### src/rtl/mem_arbiter_if.sv
// Bus bundle between the requesters/memory (master side) and the arbiter (slave side).
interface mem_arbiter_if;
    // Instruction fetch port
    logic        if_req;
    logic [31:0] if_addr;
    logic        if_ack;
    logic        if_rvalid;
    logic [31:0] if_rdata;
    logic        if_err;
    // Data load/store port
    logic        d_req;
    logic        d_we;
    logic [31:0] d_addr;
    logic [31:0] d_wdata;
    logic        d_ack;
    logic        d_rvalid;
    logic [31:0] d_rdata;
    logic        d_err;
    // Shared memory port
    logic [31:0] mem_raddr;
    logic [31:0] mem_waddr;
    logic [31:0] mem_in;
    logic        mem_memwr;
    logic [31:0] mem_out;

    modport slave (
        input  if_req, if_addr, d_req, d_we, d_addr, d_wdata, mem_out,
        output if_ack, if_rvalid, if_rdata, if_err,
               d_ack, d_rvalid, d_rdata, d_err,
               mem_raddr, mem_waddr, mem_in, mem_memwr
    );

    modport master (
        output if_req, if_addr, d_req, d_we, d_addr, d_wdata, mem_out,
        input  if_ack, if_rvalid, if_rdata, if_err,
               d_ack, d_rvalid, d_rdata, d_err,
               mem_raddr, mem_waddr, mem_in, mem_memwr
    );
endinterface

### src/rtl/mem_arbiter.sv
// Two-requester (fetch / data) arbiter and access sequencer for a shared
// word-organised memory. Each access runs accept -> issue -> response.
// Fetch is forced after STARVE_MAX consecutive data grants while fetch waits.
module mem_arbiter #(
    parameter int unsigned MEM_BYTES  = 1376,
    parameter int unsigned STARVE_MAX = 4
) (
    input  logic          clk,
    input  logic          rst_n,
    mem_arbiter_if.slave  bus
);

    typedef enum logic [1:0] {IDLE, ISSUE, RESP} state_t;
    typedef enum logic {SRC_FETCH, SRC_DATA} src_t;

    localparam int unsigned        CNT_W     = $clog2(STARVE_MAX + 1);
    localparam logic [CNT_W-1:0]   CNT_MAX   = CNT_W'(STARVE_MAX);
    localparam logic [31:0]        LAST_WORD = 32'(MEM_BYTES - 4);

    // Misaligned or beyond the last full word of the memory.
    function automatic logic addr_err(input logic [31:0] addr);
        return (addr[1:0] != 2'b00) || (addr > LAST_WORD);
    endfunction

    state_t            state_q,  state_d;
    logic [CNT_W-1:0]  cnt_q,    cnt_d;
    src_t              src_q,    src_d;
    logic [31:0]       addr_q,   addr_d;
    logic              we_q,     we_d;
    logic [31:0]       wdata_q,  wdata_d;
    logic              err_q,    err_d;

    logic              if_ack_q,    if_ack_d;
    logic              if_rvalid_q, if_rvalid_d;
    logic [31:0]       if_rdata_q,  if_rdata_d;
    logic              if_err_q,    if_err_d;
    logic              d_ack_q,     d_ack_d;
    logic              d_rvalid_q,  d_rvalid_d;
    logic [31:0]       d_rdata_q,   d_rdata_d;
    logic              d_err_q,     d_err_d;
    logic [31:0]       mem_raddr_q, mem_raddr_d;
    logic [31:0]       mem_waddr_q, mem_waddr_d;
    logic [31:0]       mem_in_q,    mem_in_d;
    logic              mem_memwr_q, mem_memwr_d;

    // Next-state, arbitration and registered-output computation.
    always_comb begin
        // NOTE: every variable gets a default here so no path leaves one unassigned (no latches).
        state_d     = state_q;
        cnt_d       = cnt_q;
        src_d       = src_q;
        addr_d      = addr_q;
        we_d        = we_q;
        wdata_d     = wdata_q;
        err_d       = err_q;
        if_ack_d    = 1'b0;
        if_rvalid_d = 1'b0;
        if_rdata_d  = if_rdata_q;
        if_err_d    = 1'b0;
        d_ack_d     = 1'b0;
        d_rvalid_d  = 1'b0;
        d_rdata_d   = d_rdata_q;
        d_err_d     = 1'b0;
        mem_raddr_d = mem_raddr_q;
        mem_waddr_d = mem_waddr_q;
        mem_in_d    = mem_in_q;
        mem_memwr_d = 1'b0;

        unique case (state_q)
            IDLE: begin
                if (!bus.if_req) begin
                    cnt_d = '0;
                end
                if (bus.if_req && (!bus.d_req || cnt_q == CNT_MAX)) begin
                    src_d    = SRC_FETCH;
                    addr_d   = bus.if_addr;
                    we_d     = 1'b0;
                    wdata_d  = '0;
                    err_d    = addr_err(bus.if_addr);
                    if_ack_d = 1'b1;
                    cnt_d    = '0;
                    state_d  = ISSUE;
                end else if (bus.d_req) begin
                    src_d   = SRC_DATA;
                    addr_d  = bus.d_addr;
                    we_d    = bus.d_we;
                    wdata_d = bus.d_wdata;
                    err_d   = addr_err(bus.d_addr);
                    d_ack_d = 1'b1;
                    if (bus.if_req && cnt_q != CNT_MAX) begin
                        cnt_d = cnt_q + 1'b1;
                    end
                    state_d = ISSUE;
                end
            end
            ISSUE: begin
                // A bad address never reaches the memory; its port keeps the old values.
                if (!err_q) begin
                    mem_raddr_d = addr_q;
                    mem_waddr_d = addr_q;
                    mem_in_d    = wdata_q;
                    mem_memwr_d = we_q;
                end
                state_d = RESP;
            end
            RESP: begin
                if (src_q == SRC_FETCH) begin
                    if_rvalid_d = 1'b1;
                    if_err_d    = err_q;
                    if_rdata_d  = err_q ? 32'h0 : bus.mem_out;
                end else begin
                    d_rvalid_d = 1'b1;
                    d_err_d    = err_q;
                    d_rdata_d  = (err_q || we_q) ? 32'h0 : bus.mem_out;
                end
                state_d = IDLE;
            end
            default: state_d = IDLE;
        endcase
    end

    // State and output registers; reset drops any access in flight.
    always_ff @(posedge clk or negedge rst_n) begin
        if (!rst_n) begin
            state_q     <= IDLE;
            cnt_q       <= '0;
            src_q       <= SRC_FETCH;
            addr_q      <= '0;
            we_q        <= 1'b0;
            wdata_q     <= '0;
            err_q       <= 1'b0;
            if_ack_q    <= 1'b0;
            if_rvalid_q <= 1'b0;
            if_rdata_q  <= '0;
            if_err_q    <= 1'b0;
            d_ack_q     <= 1'b0;
            d_rvalid_q  <= 1'b0;
            d_rdata_q   <= '0;
            d_err_q     <= 1'b0;
            mem_raddr_q <= '0;
            mem_waddr_q <= '0;
            mem_in_q    <= '0;
            mem_memwr_q <= 1'b0;
        end else begin
            // NOTE: non-blocking assignments so all flops update from pre-edge values.
            state_q     <= state_d;
            cnt_q       <= cnt_d;
            src_q       <= src_d;
            addr_q      <= addr_d;
            we_q        <= we_d;
            wdata_q     <= wdata_d;
            err_q       <= err_d;
            if_ack_q    <= if_ack_d;
            if_rvalid_q <= if_rvalid_d;
            if_rdata_q  <= if_rdata_d;
            if_err_q    <= if_err_d;
            d_ack_q     <= d_ack_d;
            d_rvalid_q  <= d_rvalid_d;
            d_rdata_q   <= d_rdata_d;
            d_err_q     <= d_err_d;
            mem_raddr_q <= mem_raddr_d;
            mem_waddr_q <= mem_waddr_d;
            mem_in_q    <= mem_in_d;
            mem_memwr_q <= mem_memwr_d;
        end
    end

    assign bus.if_ack    = if_ack_q;
    assign bus.if_rvalid = if_rvalid_q;
    assign bus.if_rdata  = if_rdata_q;
    assign bus.if_err    = if_err_q;
    assign bus.d_ack     = d_ack_q;
    assign bus.d_rvalid  = d_rvalid_q;
    assign bus.d_rdata   = d_rdata_q;
    assign bus.d_err     = d_err_q;
    assign bus.mem_raddr = mem_raddr_q;
    assign bus.mem_waddr = mem_waddr_q;
    assign bus.mem_in    = mem_in_q;
    assign bus.mem_memwr = mem_memwr_q;

endmodule

### src/flat_wrapper.sv
// flat-port wrapper written by rule: the top's interface ports become plain ports
module mem_arbiter_flat 
#(
    parameter int unsigned MEM_BYTES  = 1376,
    parameter int unsigned STARVE_MAX = 4
)
  (clk, rst_n, bus_if_req, bus_if_addr, bus_d_req, bus_d_we, bus_d_addr, bus_d_wdata, bus_mem_out, bus_if_ack, bus_if_rvalid, bus_if_rdata, bus_if_err, bus_d_ack, bus_d_rvalid, bus_d_rdata, bus_d_err, bus_mem_raddr, bus_mem_waddr, bus_mem_in, bus_mem_memwr);
  mem_arbiter_if bus_i ();
  input  logic clk;
  input  logic rst_n;
  input wire logic [$bits(bus_i.if_req)-1:0] bus_if_req;
  input wire logic [$bits(bus_i.if_addr)-1:0] bus_if_addr;
  input wire logic [$bits(bus_i.d_req)-1:0] bus_d_req;
  input wire logic [$bits(bus_i.d_we)-1:0] bus_d_we;
  input wire logic [$bits(bus_i.d_addr)-1:0] bus_d_addr;
  input wire logic [$bits(bus_i.d_wdata)-1:0] bus_d_wdata;
  input wire logic [$bits(bus_i.mem_out)-1:0] bus_mem_out;
  output wire logic [$bits(bus_i.if_ack)-1:0] bus_if_ack;
  output wire logic [$bits(bus_i.if_rvalid)-1:0] bus_if_rvalid;
  output wire logic [$bits(bus_i.if_rdata)-1:0] bus_if_rdata;
  output wire logic [$bits(bus_i.if_err)-1:0] bus_if_err;
  output wire logic [$bits(bus_i.d_ack)-1:0] bus_d_ack;
  output wire logic [$bits(bus_i.d_rvalid)-1:0] bus_d_rvalid;
  output wire logic [$bits(bus_i.d_rdata)-1:0] bus_d_rdata;
  output wire logic [$bits(bus_i.d_err)-1:0] bus_d_err;
  output wire logic [$bits(bus_i.mem_raddr)-1:0] bus_mem_raddr;
  output wire logic [$bits(bus_i.mem_waddr)-1:0] bus_mem_waddr;
  output wire logic [$bits(bus_i.mem_in)-1:0] bus_mem_in;
  output wire logic [$bits(bus_i.mem_memwr)-1:0] bus_mem_memwr;
  assign bus_i.if_req = bus_if_req;
  assign bus_i.if_addr = bus_if_addr;
  assign bus_i.d_req = bus_d_req;
  assign bus_i.d_we = bus_d_we;
  assign bus_i.d_addr = bus_d_addr;
  assign bus_i.d_wdata = bus_d_wdata;
  assign bus_i.mem_out = bus_mem_out;
  assign bus_if_ack = bus_i.if_ack;
  assign bus_if_rvalid = bus_i.if_rvalid;
  assign bus_if_rdata = bus_i.if_rdata;
  assign bus_if_err = bus_i.if_err;
  assign bus_d_ack = bus_i.d_ack;
  assign bus_d_rvalid = bus_i.d_rvalid;
  assign bus_d_rdata = bus_i.d_rdata;
  assign bus_d_err = bus_i.d_err;
  assign bus_mem_raddr = bus_i.mem_raddr;
  assign bus_mem_waddr = bus_i.mem_waddr;
  assign bus_mem_in = bus_i.mem_in;
  assign bus_mem_memwr = bus_i.mem_memwr;
  mem_arbiter #(.MEM_BYTES(MEM_BYTES), .STARVE_MAX(STARVE_MAX)) u_core (.clk(clk), .rst_n(rst_n), .bus(bus_i));
endmodule
### config.mk
export PLATFORM = sky130hd
export DESIGN_NAME = mem_arbiter_flat
export DESIGN_NICKNAME = d
export VERILOG_FILES = /design/src/rtl/mem_arbiter_if.sv /design/src/rtl/mem_arbiter.sv /design/src/flat_wrapper.sv
export SDC_FILE = /design/constraint.sdc
export NUM_CORES = 1
export LEC_CHECK = 0
export ABC_AREA = 1
export BUFFER_PORTS_ARGS = -buffer_cell sky130_fd_sc_hd__buf_2
export CORE_AREA = 3 3 143 145
export DETAILED_ROUTE_END_ITERATION = 8
export DIE_AREA = 0 0 146 148
export GPL_ROUTABILITY_DRIVEN = 0
export GPL_TIMING_DRIVEN = 0
export PLACE_DENSITY_LB_ADDON = 0.1
export SYNTH_ARGS = -nofsm -noshare
export SYNTH_HDL_FRONTEND = slang
export SYNTH_SLANG_ARGS = --single-unit
### constraint.sdc
create_clock -name clk -period 2.3 [get_ports clk]
set_clock_uncertainty 0.2 [all_clocks]
set_input_delay 0.46 -clock clk [delete_from_list [all_inputs] [get_ports clk]]
set_output_delay 0.46 -clock clk [all_outputs]
set_load 0.02 [all_outputs]
Word level (Yosys, flattened, before mapping)
Index checks and enable logic that the tools add are counted.

operators by class
  magnitude comparators = 2
  bitwise gates (word level) = 2
  add/subtract/negate cells = 1
  equal/unequal tests = 5
  mux-type cells = 34
  reduce and logical (&&, ||, !) cells = 15

operators with widths
  cell                                                                                number
  32-bit 2-to-1 mux                                                                   6
  32-bit by 11-bit greater-than comparator with 1-bit output (second input constant)  2
  1-bit 2-to-1 mux                                                                    21
  3-bit 2-to-1 mux                                                                    4
  2-bit AND reduction                                                                 4
  2-bit nonzero test                                                                  3
  1-bit logical OR                                                                    4
  2-bit 2-to-1 mux                                                                    2
  2-bit one-hot mux with 2 select lines                                               1
  3-bit by 1-bit adder with 3-bit output (second input constant)                      1
  3-bit == test (second input constant)                                               1
  3-bit by 2-bit != test with 1-bit output (second input constant)                    1
  3-bit != test (second input constant)                                               1
  2-bit by 1-bit == test with 1-bit output (second input constant)                    1
  2-bit == test (second input constant)                                               1
  1-bit logical AND                                                                   2
  2-bit zero test                                                                     1
  1-bit NOT                                                                           2
  1-bit zero test                                                                     1

word-level totals
  logic and storage cells = 77
  input bits = 133
  bits in registers = 207

Longest topological paths before layout
  depth after elaboration = 5
  mapped depth = 11
  mapped depth without buffers = 11

Worst setup path after synthesis
No wires, ideal clock.

  path kind = register to register
  start point = reg u_core.cnt_q[0]
  end point = reg u_core.err_q
  library setup time = 117 ps
  setup slack = 684 ps
  clock period less this slack = 1616 ps
  arrival time = 1299 ps
  required time = 1983 ps
  stages on the path, launching flop included = 12
  cell sequence = dfrtp_1 > inv_1 > ha_1 > nand2_1 > nand2_1 > nand2_1 > buf_2 > nand2_1 > nor2_1 > nand2_1 > nand3_1 > nand2_1

between the ends
  word-level cells in the longest chain between the ends = 5
  elaborated cells between the ends (all ways) = 6
  those cells by class = 1 x eq/ne; 1 x mux; 4 x reduce/logical

ends and longest elaborated chain
  item                           RTL line            text
  start: declaration             mem_arbiter.sv:26   logic [CNT_W-1:0] cnt_q, cnt_d;
  start signal: assignment       mem_arbiter.sv:147  cnt_q <= cnt_d;
  3-bit == test (*)              mem_arbiter.sv:74   if (bus.if_req && (!bus.d_req || cnt_q == CNT_MAX)) begin
  1-bit logical OR (*)           mem_arbiter.sv:74
  1-bit logical AND (*)          mem_arbiter.sv:74
  2-bit nonzero test (no line)   n/a
  2-bit AND reduction (no line)  n/a
  end signal: assignment         mem_arbiter.sv:152  err_q <= err_d;
  end: declaration               mem_arbiter.sv:31   logic err_q, err_d;

Every way passes the cells marked *; elsewhere a longest branch is shown, timed or not.
A chain may end at the register's enable or synchronous reset.

Worst setup path in the final report
  start point = reg u_core.cnt_q[0]
  end point = reg u_core.addr_q[19]

between the ends
  word-level cells in the longest chain between the ends = 5
  elaborated cells between the ends (all ways) = 6
  those cells by class = 1 x eq/ne; 1 x mux; 4 x reduce/logical

ends and longest elaborated chain
  item                           RTL line            text
  3-bit == test (*)              mem_arbiter.sv:74
  1-bit logical OR (*)           mem_arbiter.sv:74
  1-bit logical AND (*)          mem_arbiter.sv:74
  2-bit nonzero test (no line)   n/a
  2-bit AND reduction (no line)  n/a
  end signal: assignment         mem_arbiter.sv:149  addr_q <= addr_d;
  end: declaration               mem_arbiter.sv:28   logic [31:0] addr_q, addr_d;

Marked as above.

==> impl_metrics.env <==
export IMPL_combPwrFrac_pct=41.5
export IMPL_pwr_share_seq_pct=36.6
export IMPL_synthTopCellsByArea="dfrtp_1 60%, o21ai_0 9.2%, nand2_1 8.4%, nand3_1 3.9%, inv_1 3.6%"
export IMPL_clock_power_share_pct=21.9
export IMPL_cp_start_kind="register"
export IMPL_ys_seq_elements=207
export IMPL_worst_pin_slew_ns=0.698
export IMPL_leakage_nw=6.44
export IMPL_cts_hold_buffers=62
export IMPL_vias=7966
export IMPL_synthFlopType="dfrtp_1"
export IMPL_clk_latency_ns=0.50
export IMPL_cts_tree="yes"
export IMPL_ys_types=22
export IMPL_yosys_area_share_simple_pct=15.8
export IMPL_min_period_ns=1.95
export IMPL_hold_class="primary input to register"
export IMPL_drive_gt1_share_pct=30.4
export IMPL_rsz0062_at_grt="false"
export IMPL_drtIter0Drc=377
export IMPL_grt_util_met2_pct=40.3
export IMPL_grt_antenna_before_repair=1
export IMPL_grt_overflow_total=0
export IMPL_clkSlewWorstSetupHoldPaths_ns=0.06
export IMPL_synth_top_family_by_area="simple AND/OR/NAND/NOR gates"
export IMPL_status="completed"
export IMPL_avgSynthCellArea_um2=9.09
export IMPL_synth_edff_count=0
export IMPL_finalNetCount=1478
export IMPL_crit_top_cell="nand2_1"
export IMPL_dpl_instance_area_um2=10600
export IMPL_io_pins=300
export IMPL_reg2reg_to="u_core.addr_q[19]"
export IMPL_cts_sinks=207
export IMPL_internal_power_mw=9.36
export IMPL_async_flop_share_pct=100
export IMPL_cts_root_buffer="clkbuf_16"
export IMPL_floorplan_rows=51
export IMPL_synth_top_area_cell="dfrtp_1"
export IMPL_power_density_nw_per_um2=1330
export IMPL_drt_wl_total_mm=25.7
export IMPL_syn_to_final_growth_pct=36.8
export IMPL_syn_num_nets=1091
export IMPL_final_hold_viol_count=0
export IMPL_dr_pass1_iters=7
export IMPL_clock_fmax_mhz=513
export IMPL_synth_compound_area_share_pct=13.9
export IMPL_crit_buf_inv=2
export IMPL_fin_crit_sh_pct=84.7
export IMPL_fin_setup_tns_ns=0
export IMPL_synth_warnings=0
export IMPL_ff2ff_setup_slack_ns=0.35
export IMPL_grt_max_degree=118
export IMPL_yosys_cell_count_top_type="dfrtp_1"
export IMPL_remaining_drc_errors=0
export IMPL_report_final_setup_viol=0
export IMPL_cp_endpoint="u_core.addr_q[19]"
export IMPL_top_usage_layer="met2"
export IMPL_initial_core_util_pct=45.0
export IMPL_post_cts_buffers=0
export IMPL_drtAntennaViolNets=0
export IMPL_power_switching_mw=6.49
export IMPL_drt_vias_per_instance=4.90
export IMPL_die_area_um2=21600
export IMPL_swShare_pct=40.9
export IMPL_cts_buffer_depth=3
export IMPL_holdWs_ns=0.0183
export IMPL_cts_max_level=1
export IMPL_cpPeakStageDelay_ns=0.48
export IMPL_worstPathRequired_ns=2.51
export IMPL_synth_top_cell_area_share_pct=59.6
export IMPL_cpLargestDelayFamily="buffers and inverters"
export IMPL_path_cells="inv_1 > ha_1 > nand2_1 > nand2_1 > nand2_1 > clkbuf_1 > nor2_1 > o22ai_1"
export IMPL_synth_xor_area_share_pct=0.101
export IMPL_ys_seq_area_share_pct=59.6
export IMPL_grt_pass1_wl_mm=42.2
export IMPL_syn_area_um2=8690
export IMPL_r2r_cells=8
export IMPL_cp_end_kind="register"
export IMPL_synth_mux_area_share_pct=0
export IMPL_path_max_fanout=10
export IMPL_use_met3_pct=5.06
export IMPL_peakVddDrop_mv=0.637
export IMPL_design_area_um2=11900
export IMPL_slew_viol_final=0
export IMPL_cts_resized=0
export IMPL_synthAdderAreaFrac_pct=0.288
export IMPL_globalRouteTotalUtil_pct=23.6
export IMPL_die_w_um=146
export IMPL_numPortBuffers=299
export IMPL_met1_usage_pct=31.3
export IMPL_timing_rr_start="u_core.cnt_q[0]"
export IMPL_maxCapViolCount=0
export IMPL_cp_startpoint="u_core.cnt_q[0]"
export IMPL_slew_headroom_pct=53.5
export IMPL_worst_path_stages=8
export IMPL_synth_cells=956
export IMPL_place_hpwl_mm=18.3
export IMPL_core_um2=19300
export IMPL_die_y_um=148
export IMPL_grt_pass1_vias=8154
export IMPL_cpMaxStageDelayCell="clkbuf_1"
export IMPL_crit_arrival_ns=2.16
export IMPL_synth_commonest_cells="207 x dfrtp_1, 194 x nand2_1, 159 x o21ai_0"
export IMPL_worstSetupPathType="register to register"
export IMPL_cts_buffers=23
export IMPL_wl_per_cell_um=15.8
[metal layers]
layer / share of wire, % / vias up
li1: - / 3846
met1: 42 / 3788
met2: 48 / 292
met3: 7.8 / 40
met4: 1.8 / 0
met5: 0 / -
[power groups by stage]
stage	registers (mW)	clock network, mW	logic, mW
finish	5.80	3.47	6.58
global placement	5.80	0	6.42
CTS	5.80	3.54	6.65
detailed placement	5.84	0	6.54
global route	5.98	3.70	7.30
floorplan	6.74	0	3.23
[state kept, by name, indices dropped and copies added (netlist names)]
register and cells:
u_core.bus.mem_in 32, u_core.bus.mem_memwr 1, u_core.state_q 2, u_core.bus.d_ack 1
u_core.wdata_q 32, u_core.bus.if_rvalid 1, u_core.addr_q 32, u_core.bus.if_err 1
u_core.bus.d_err 1, u_core.err_q 1, u_core.bus.mem_raddr 32, u_core.bus.if_rdata 32
u_core.src_q 1, u_core.bus.d_rvalid 1, u_core.we_q 1, u_core.cnt_q 3
u_core.bus.d_rdata 32, u_core.bus.if_ack 1
[placed cells by master (no fill, tap or decap), types with 2 or more instances in the layout]
cell           synthesis  layout
buf_4                 40      40
nand2_1              194     194
clkbuf_8               0       2
clkbuf_16              0      23
inv_2                  5       5
a21oi_1                7       7
ha_1                   2       2
o21ai_1               42      42
dlygate4sd3_1          0      62
nor2_1                59      59
nand3_1               67      67
o21ai_0              159     159
clkbuf_1              20      30
dfrtp_1              207     207
nor3_1                 4       4
buf_2                 22     320
clkbuf_2               2       2
nor2_4                 3       3
nor2_2                 3       3
buf_6                  6       6
inv_1                 83      83
clkinv_2               1       5
o22ai_1               27      27
nand4_1                2       2
[cell families (layout without fill, tap and decap cells)]
kind of cell | count (synthesis) | count (layout)
flops | 207 | 207
xor+xnor | 1 | 1
buf+inv | 179 | 583
other cells | 0 | 1
compound gates | 235 | 235
fa+ha+maj | 2 | 2
simple gates | 332 | 332
[worst reg2reg max path, delay by kind of cell, from the launching register on]
family          cells  cell delay, ns
simple gates        4            0.40
compound gates      1            0.17
fa+ha+maj           1            0.19
flops               1            0.36
buf+inv             2            0.55
[metrics by stage]
step / std cells / worst slack [ns] / power, mW / utilization, %
3_3_place_gp: 1520 / -3.03 / 12.2 / 54.4
6_report: 1626 / 0.352 / 15.9 / 61.5
4_1_cts: 1625 / 0.350 / 16.0 / 61.5
2_1_floorplan: 956 / 0.684 / 9.97 / -
5_1_grt: 1626 / 0.220 / 17.0 / 61.5
3_5_place_dp: 1521 / 0.383 / 12.4 / 54.6
[worst min-delay path by stage]
stage	to	slack, ns	cells past startpoint	startpoint
after global placement	u_core.bus.mem_in[3]	0.26	2	u_core.bus.mem_in[3]
after CTS	u_core.bus.if_rdata[3]	0.003	3	bus_mem_out[3]
final	u_core.bus.d_rdata[29]	0.02	3	bus_mem_out[29]
after floorplan	u_core.addr_q[0]	-0.04	0	rst_n
after detailed placement	u_core.bus.mem_in[22]	0.27	2	u_core.bus.mem_in[22]
after global routing	u_core.bus.if_rdata[29]	0.02	3	bus_mem_out[29]
[layout make-up]
class                      instances  area, um^2
timing repair buffer             362        2150
antenna                            1        2.50
fill                            1756        7450
clock inverter                     7        66.3
sequential                       207        5180
clock buffer                      35         641
inverter                          89         335
tap                              265         332
buffer                            90         563
multi-input combinational        570        2610
Power figures use the tool's default switching activity.
